**config.mk**
```make
export PLATFORM = sky130hd
export DESIGN_NAME = pc_sequencer_flat
export DESIGN_NICKNAME = d
export VERILOG_FILES = /design/src/rtl/pc_sequencer_if.sv /design/src/rtl/pc_sequencer.sv /design/src/flat_wrapper.sv
export SDC_FILE = /design/constraint.sdc
export NUM_CORES = 1
export LEC_CHECK = 0
export CAP_MARGIN = 10
export CORE_MARGIN = 3
export CORE_UTILIZATION = 48
export DETAILED_ROUTE_END_ITERATION = 10
export PLACE_DENSITY = 0.9
export RECOVER_POWER = 50
export SKIP_CTS_REPAIR_TIMING = 1
export SLEW_MARGIN = 20
export SYNTH_ARGS = -nofsm -noshare
export SYNTH_HDL_FRONTEND = slang
export SYNTH_SLANG_ARGS = --single-unit
export TNS_END_PERCENT = 10
```
**constraint.sdc**
```tcl
create_clock -name CLK -period 2.6 [get_ports CLK]
set_input_delay 0.52 -clock CLK [delete_from_list [all_inputs] [get_ports CLK]]
set_output_delay 0.52 -clock CLK [all_outputs]
set_load 0.05 [all_outputs]
```
**src/rtl/pc_sequencer_if.sv**
```systemverilog
// pc_sequencer_if: control bundle between the PC sequencer (master) and the
// datapath it steers (slave): opcode/zero/mem_ready in, enables and selects out.
interface pc_sequencer_if #(
  parameter int unsigned CNT_W = 32
);
  logic [5:0]       opcode;
  logic             zero;
  logic             mem_ready;
  logic             PCWre;
  logic [1:0]       PCSrc;
  logic             IRWre;
  logic             RegWre;
  logic             RegDst;
  logic             ALUSrcB;
  logic             MemToReg;
  logic             MemRd;
  logic             MemWr;
  logic [2:0]       state;
  logic [CNT_W-1:0] retired;

  modport master (
    input  opcode, zero, mem_ready,
    output PCWre, PCSrc, IRWre, RegWre, RegDst, ALUSrcB, MemToReg,
           MemRd, MemWr, state, retired
  );

  modport slave (
    output opcode, zero, mem_ready,
    input  PCWre, PCSrc, IRWre, RegWre, RegDst, ALUSrcB, MemToReg,
           MemRd, MemWr, state, retired
  );
endinterface

```
**src/rtl/pc_sequencer.sv**
```systemverilog
// pc_sequencer: multi-cycle IF/ID/EXE/MEM/WB control FSM for the MIPS core.
// Drives PC, IR, register-file and data-memory enables, stalls in MEM until
// mem_ready, and counts retired instructions (one per PCWre pulse).
// Optional macro PC_SEQ_HALT_EN: the halt opcode parks the FSM in HALT until
// reset; without it halt decodes as an unknown opcode (2-cycle NOP).
module pc_sequencer #(
  parameter int unsigned CNT_W = 32
) (
  input  logic          CLK,
  input  logic          Reset,
  pc_sequencer_if.master bus
);

  localparam int unsigned OP_W = 6;
  localparam int unsigned ST_W = 3;

  localparam logic [OP_W-1:0] OP_R    = 6'b000000;
  localparam logic [OP_W-1:0] OP_ADDI = 6'b001000;
  localparam logic [OP_W-1:0] OP_ORI  = 6'b001101;
  localparam logic [OP_W-1:0] OP_LW   = 6'b100011;
  localparam logic [OP_W-1:0] OP_SW   = 6'b101011;
  localparam logic [OP_W-1:0] OP_BEQ  = 6'b000100;
  localparam logic [OP_W-1:0] OP_BNE  = 6'b000101;
  localparam logic [OP_W-1:0] OP_J    = 6'b000010;
`ifdef PC_SEQ_HALT_EN
  localparam logic [OP_W-1:0] OP_HALT = 6'b111111;
`endif

  localparam logic [1:0] SRC_PC4 = 2'b00;
  localparam logic [1:0] SRC_BR  = 2'b01;
  localparam logic [1:0] SRC_J   = 2'b10;

  typedef enum logic [ST_W-1:0] {
    S_IF   = 3'b000,
    S_ID   = 3'b001,
    S_EXE  = 3'b010,
    S_MEM  = 3'b011,
`ifdef PC_SEQ_HALT_EN
    S_WB   = 3'b100,
    S_HALT = 3'b111
`else
    S_WB   = 3'b100
`endif
  } state_t;

  state_t           state_q, state_d;
  logic [CNT_W-1:0] retired_q;

  logic is_r, is_addi, is_ori, is_lw, is_sw, is_beq, is_bne, is_j, is_halt;
  logic is_known, br_taken, decode_on;
  logic pc_wre, ir_wre, reg_wre, reg_dst, alu_src_b, mem_to_reg, mem_rd, mem_wr;
  logic [1:0] pc_src;

  // Opcode decode from the instruction register field.
  always_comb begin
    is_r     = (bus.opcode == OP_R);
    is_addi  = (bus.opcode == OP_ADDI);
    is_ori   = (bus.opcode == OP_ORI);
    is_lw    = (bus.opcode == OP_LW);
    is_sw    = (bus.opcode == OP_SW);
    is_beq   = (bus.opcode == OP_BEQ);
    is_bne   = (bus.opcode == OP_BNE);
    is_j     = (bus.opcode == OP_J);
`ifdef PC_SEQ_HALT_EN
    is_halt  = (bus.opcode == OP_HALT);
`else
    is_halt  = 1'b0;
`endif
    is_known = is_r | is_addi | is_ori | is_lw | is_sw | is_beq | is_bne | is_j | is_halt;
    br_taken = (is_beq & bus.zero) | (is_bne & ~bus.zero);
  end

  // State register and retired-instruction counter; synchronous active-low reset.
  always_ff @(posedge CLK) begin
    if (!Reset) begin
      state_q   <= S_IF;
      retired_q <= '0;
    end else begin
      state_q <= state_d;
      if (pc_wre) retired_q <= retired_q + CNT_W'(1);
    end
  end

  // Next-state and control outputs for the current step.
  always_comb begin
    state_d    = state_q;
    decode_on  = 1'b0;
    pc_wre     = 1'b0;
    pc_src     = SRC_PC4;
    ir_wre     = 1'b0;
    reg_wre    = 1'b0;
    mem_rd     = 1'b0;
    mem_wr     = 1'b0;
    reg_dst    = 1'b0;
    alu_src_b  = 1'b0;
    mem_to_reg = 1'b0;
    case (state_q)
      S_IF: begin
        ir_wre  = 1'b1;
        state_d = S_ID;
      end
      S_ID: begin
        decode_on = 1'b1;
        if (is_j) begin
          pc_wre  = 1'b1;
          pc_src  = SRC_J;
          state_d = S_IF;
        end else if (is_halt) begin
`ifdef PC_SEQ_HALT_EN
          state_d = S_HALT;
`else
          state_d = S_IF;
`endif
        end else if (!is_known) begin
          pc_wre  = 1'b1;
          state_d = S_IF;
        end else begin
          state_d = S_EXE;
        end
      end
      S_EXE: begin
        decode_on = 1'b1;
        if (is_beq || is_bne) begin
          pc_wre  = 1'b1;
          pc_src  = br_taken ? SRC_BR : SRC_PC4;
          state_d = S_IF;
        end else if (is_lw || is_sw) begin
          state_d = S_MEM;
        end else begin
          state_d = S_WB;
        end
      end
      S_MEM: begin
        decode_on = 1'b1;
        mem_rd    = is_lw;
        mem_wr    = is_sw;
        if (bus.mem_ready) begin
          if (is_lw) begin
            state_d = S_WB;
          end else begin
            pc_wre  = 1'b1;
            state_d = S_IF;
          end
        end
      end
      S_WB: begin
        decode_on = 1'b1;
        reg_wre   = 1'b1;
        pc_wre    = 1'b1;
        state_d   = S_IF;
      end
`ifdef PC_SEQ_HALT_EN
      S_HALT: begin
        state_d = S_HALT;
      end
`endif
      default: begin
        state_d = S_IF;
      end
    endcase
    if (decode_on) begin
      reg_dst    = is_r;
      alu_src_b  = is_addi | is_ori | is_lw | is_sw;
      mem_to_reg = is_lw;
    end
  end

  // Drive the bundle.
  assign bus.PCWre    = pc_wre;
  assign bus.PCSrc    = pc_src;
  assign bus.IRWre    = ir_wre;
  assign bus.RegWre   = reg_wre;
  assign bus.RegDst   = reg_dst;
  assign bus.ALUSrcB  = alu_src_b;
  assign bus.MemToReg = mem_to_reg;
  assign bus.MemRd    = mem_rd;
  assign bus.MemWr    = mem_wr;
  assign bus.state    = state_q;
  assign bus.retired  = retired_q;

endmodule

```
**src/flat_wrapper.sv**
```systemverilog
// flat-port wrapper written by rule: the top's interface ports become plain ports
module pc_sequencer_flat 
#(
  parameter int unsigned CNT_W = 32
)
  (CLK, Reset, bus_opcode, bus_zero, bus_mem_ready, bus_PCWre, bus_PCSrc, bus_IRWre, bus_RegWre, bus_RegDst, bus_ALUSrcB, bus_MemToReg, bus_MemRd, bus_MemWr, bus_state, bus_retired);
  pc_sequencer_if #(.CNT_W(CNT_W)) bus_i ();
  input  logic CLK;
  input  logic Reset;
  input wire logic [$bits(bus_i.opcode)-1:0] bus_opcode;
  input wire logic [$bits(bus_i.zero)-1:0] bus_zero;
  input wire logic [$bits(bus_i.mem_ready)-1:0] bus_mem_ready;
  output wire logic [$bits(bus_i.PCWre)-1:0] bus_PCWre;
  output wire logic [$bits(bus_i.PCSrc)-1:0] bus_PCSrc;
  output wire logic [$bits(bus_i.IRWre)-1:0] bus_IRWre;
  output wire logic [$bits(bus_i.RegWre)-1:0] bus_RegWre;
  output wire logic [$bits(bus_i.RegDst)-1:0] bus_RegDst;
  output wire logic [$bits(bus_i.ALUSrcB)-1:0] bus_ALUSrcB;
  output wire logic [$bits(bus_i.MemToReg)-1:0] bus_MemToReg;
  output wire logic [$bits(bus_i.MemRd)-1:0] bus_MemRd;
  output wire logic [$bits(bus_i.MemWr)-1:0] bus_MemWr;
  output wire logic [$bits(bus_i.state)-1:0] bus_state;
  output wire logic [$bits(bus_i.retired)-1:0] bus_retired;
  assign bus_i.opcode = bus_opcode;
  assign bus_i.zero = bus_zero;
  assign bus_i.mem_ready = bus_mem_ready;
  assign bus_PCWre = bus_i.PCWre;
  assign bus_PCSrc = bus_i.PCSrc;
  assign bus_IRWre = bus_i.IRWre;
  assign bus_RegWre = bus_i.RegWre;
  assign bus_RegDst = bus_i.RegDst;
  assign bus_ALUSrcB = bus_i.ALUSrcB;
  assign bus_MemToReg = bus_i.MemToReg;
  assign bus_MemRd = bus_i.MemRd;
  assign bus_MemWr = bus_i.MemWr;
  assign bus_state = bus_i.state;
  assign bus_retired = bus_i.retired;
  pc_sequencer #(.CNT_W(CNT_W)) u_core (.CLK(CLK), .Reset(Reset), .bus(bus_i));
endmodule
```
==> out/results.tsv <==
metric	value	unit
ys_seq_area_share	35.9	%
cts_buffers	5	
avgViaCountPerCell	6.18	
grt_start_max_net_pins	33	
multiInputGateArea	0.00121	mm2
drt-wirelength-per-cell	15.4	um
hold_ws	0.478	ns
grt_pass1_wl	8870	um
fin_area	0.00283	mm2
power_leakage	1.07	nW
cts.clk_slew.worst_paths	0.07	ns
synthesis.area	0.00195	mm2
clockBufferDepth	2	
port_buffers	54	
start_kind	input port	
hp-class	flop to flop	
synth_top_family_by_area	simple AND/OR/NAND/NOR gates	
min_period_over_period	98.2	%
outcome	finished, final reports clean	
critPathCaptureType	primary output	
crit_fanout	3	
drv_slew	0	
period_minus_slack	2.55	ns
cp_cell_sequence	clkdlybuf4s50_1 > a2111o_1 > a31oi_2 > o2111a_2 > inv_1 > buf_6	
startpoint	bus_opcode[3]	
slowest_delay	0.42	ns
root_buffer	clkbuf_8	
grtUsageTotal	21.9	%
relSlewSlack	61.2	%
gp_congestion	0.936	
die_area	0.00487	mm2
setup_tns	0	ns
critPathRequiredTime	2.08	ns
peakVddDrop	319	uV
fin_skew	0.00917	ns
nNetsFinal	321	
drive_gt1_share	12.5	%
hold_viol	0	
drt_iter0_drc	262	
antenna_found_initial	0	
timing.rr.start	u_core.bus.state[0]	
first_global_vias	1946	
synth_compound_gate_area_share	18.8	%
ys_types	40	
drt_first_pass_iters	4	
clkSinkCount	35	
syn_inst	245	
ios	55	
powerDensity	384	mW/mm2
n_fill_cell	284	
hpwl	3790	um
clock_latency	0.29	ns
worstMarginPinSlew	0.580	ns
drt_wl_total	5510	um
ys_warn_count	0	
muxShareOfSynthArea	2.62	%
crit_slowest_cell	clkdlybuf4s50_1	
num_vias	2219	
synthSimpleGateAreaFrac	36.4	%
path_class	input port to primary output	
drc	0	
hp-start	u_core.bus.retired[31]	
synthAdderAreaFrac	0.640	%
die_x	69.8	um
setup_violations	0	
ff_latch_area	701	um2
synth-seq-cells	35	
crit_arrival	2.03	ns
final_cell_mix	dfxtp_1, dlygate4sd3_1, a21oi_1	
insertedDiodeCount	0	
synth-xor-area-share	1.79	%
area_growth	44.6	%
cts_tree	done	
core_area	0.00380	mm2
rows	22	
final_antenna_net_count	0	
die_y	69.8	um
grt.overflow.total	0	
final_common_cell	dfxtp_1	
htree_levels	2	
fmax	0.392	GHz
syn_area_per_cell	7.98	um2
maxCapViolCount	0	
initial_core_util	51.4	%
synth_fp_nets	256	
dpl_cell_area	0.00270	mm2
[worst paths after layout]
check	to	slack (ns)	cells after the start
worst max-delay path	bus_PCWre	0.05	6
worst min-delay path	u_core.bus.retired[31]	0.48	2
worst max register to register	u_core.bus.retired[16]	0.28	5
worst min register to register	u_core.bus.retired[31]	0.48	2
[metal layers]
layer	up-vias	track usage [%]	routed length [um]	share of wire (%)
met5	-	0	0	0
met4	0	10.9	127	2.3
met3	20	5.80	488	8.9
met2	119	33.2	2620	47
met1	1018	28.7	2280	41
li1	1062	-	-	-
[worst max-delay path, delay by kind of cell]
family          cells  cell delay (ns)
compound gates      3             0.87
buf+inv             3             0.64
[registers in the layout, indices dropped and copies added (netlist names)]
register,flops
u_core.bus.retired,32
u_core.bus.state,3
[power breakdown]
group	leakage, nW	switching [W]	internal [W]
Combinational	0.744	0.0000969	0.0000541
Clock	0.0412	0.000200	0.000187
Sequential	0.282	0.00000770	0.000541
Total	1.07	0.000305	0.000782
[area by class of cell]
class                   instances  area share (%)
clock buffers                   6            2.57
clock inverters                 2           0.443
inverters                       7           0.930
multi-input cells             191            43.0
flip-flops and latches         35            24.8
well taps                      48            2.12
repair buffers                 70            26.2
[stage by stage]
step,power (W),std cells,util [%],worst slack [ns]
final,0.00109,359,74.4,0.0474
after global routing,0.00113,359,74.4,-0.0211
after CTS,0.00109,358,73.3,-0.137
after detailed placement,0.000707,350,71.0,-0.133
after global placement,0.000704,350,71.0,-0.0783
after floorplan,0.000646,245,-,-0.195
[Yosys cell counts]
| master | number | area [um2] |
|---|---|---|
| mux2_2 | 1 | 11.3 |
| a211oi_1 | 1 | 7.51 |
| nand2_1 | 18 | 67.6 |
| o31a_1 | 1 | 8.76 |
| nor4b_1 | 3 | 26.3 |
| o2111a_1 | 1 | 11.3 |
| xor2_1 | 3 | 26.3 |
| nand4_4 | 1 | 21.3 |
| nand4bb_1 | 1 | 11.3 |
| and3_1 | 4 | 25.0 |
| nand3_1 | 16 | 80.1 |
| ha_1 | 1 | 12.5 |
| nor3_1 | 4 | 20.0 |
| or3b_1 | 1 | 8.76 |
| and2_1 | 4 | 25.0 |
| nand4b_1 | 1 | 8.76 |
| nor3b_1 | 1 | 7.51 |
| o21ai_0 | 12 | 60.1 |
| o21a_1 | 1 | 7.51 |
| buf_2 | 4 | 20.0 |
| nand3b_1 | 1 | 7.51 |
| nor3_4 | 1 | 16.3 |
| nand2b_1 | 6 | 37.5 |
| nor2_1 | 17 | 63.8 |
| and3b_1 | 1 | 8.76 |
| a21oi_1 | 27 | 135 |
| o311ai_0 | 1 | 8.76 |
| a31oi_1 | 2 | 12.5 |
| o31ai_1 | 14 | 105 |
| mux2i_1 | 4 | 40.0 |
| a2111o_1 | 1 | 11.3 |
| or3_1 | 13 | 81.3 |
| nor4_1 | 3 | 18.8 |
| inv_1 | 7 | 26.3 |
| clkbuf_1 | 8 | 30.0 |
| or4b_4 | 1 | 13.8 |
| dfxtp_1 | 35 | 701 |
| nand4_1 | 9 | 56.3 |
| or4_1 | 14 | 105 |
| xnor2_1 | 1 | 8.76 |
[cell families after synthesis]
kind of cell,count (synthesis)
AOI/OAI and AO/OA,61
xor gates and xnor gates,4
adders and majority gates,1
buffers and inverters,19
DFF,35
muxes,5
and+or+nand+nor,120
No activity file was read; power rests on OpenSTA's default activity.
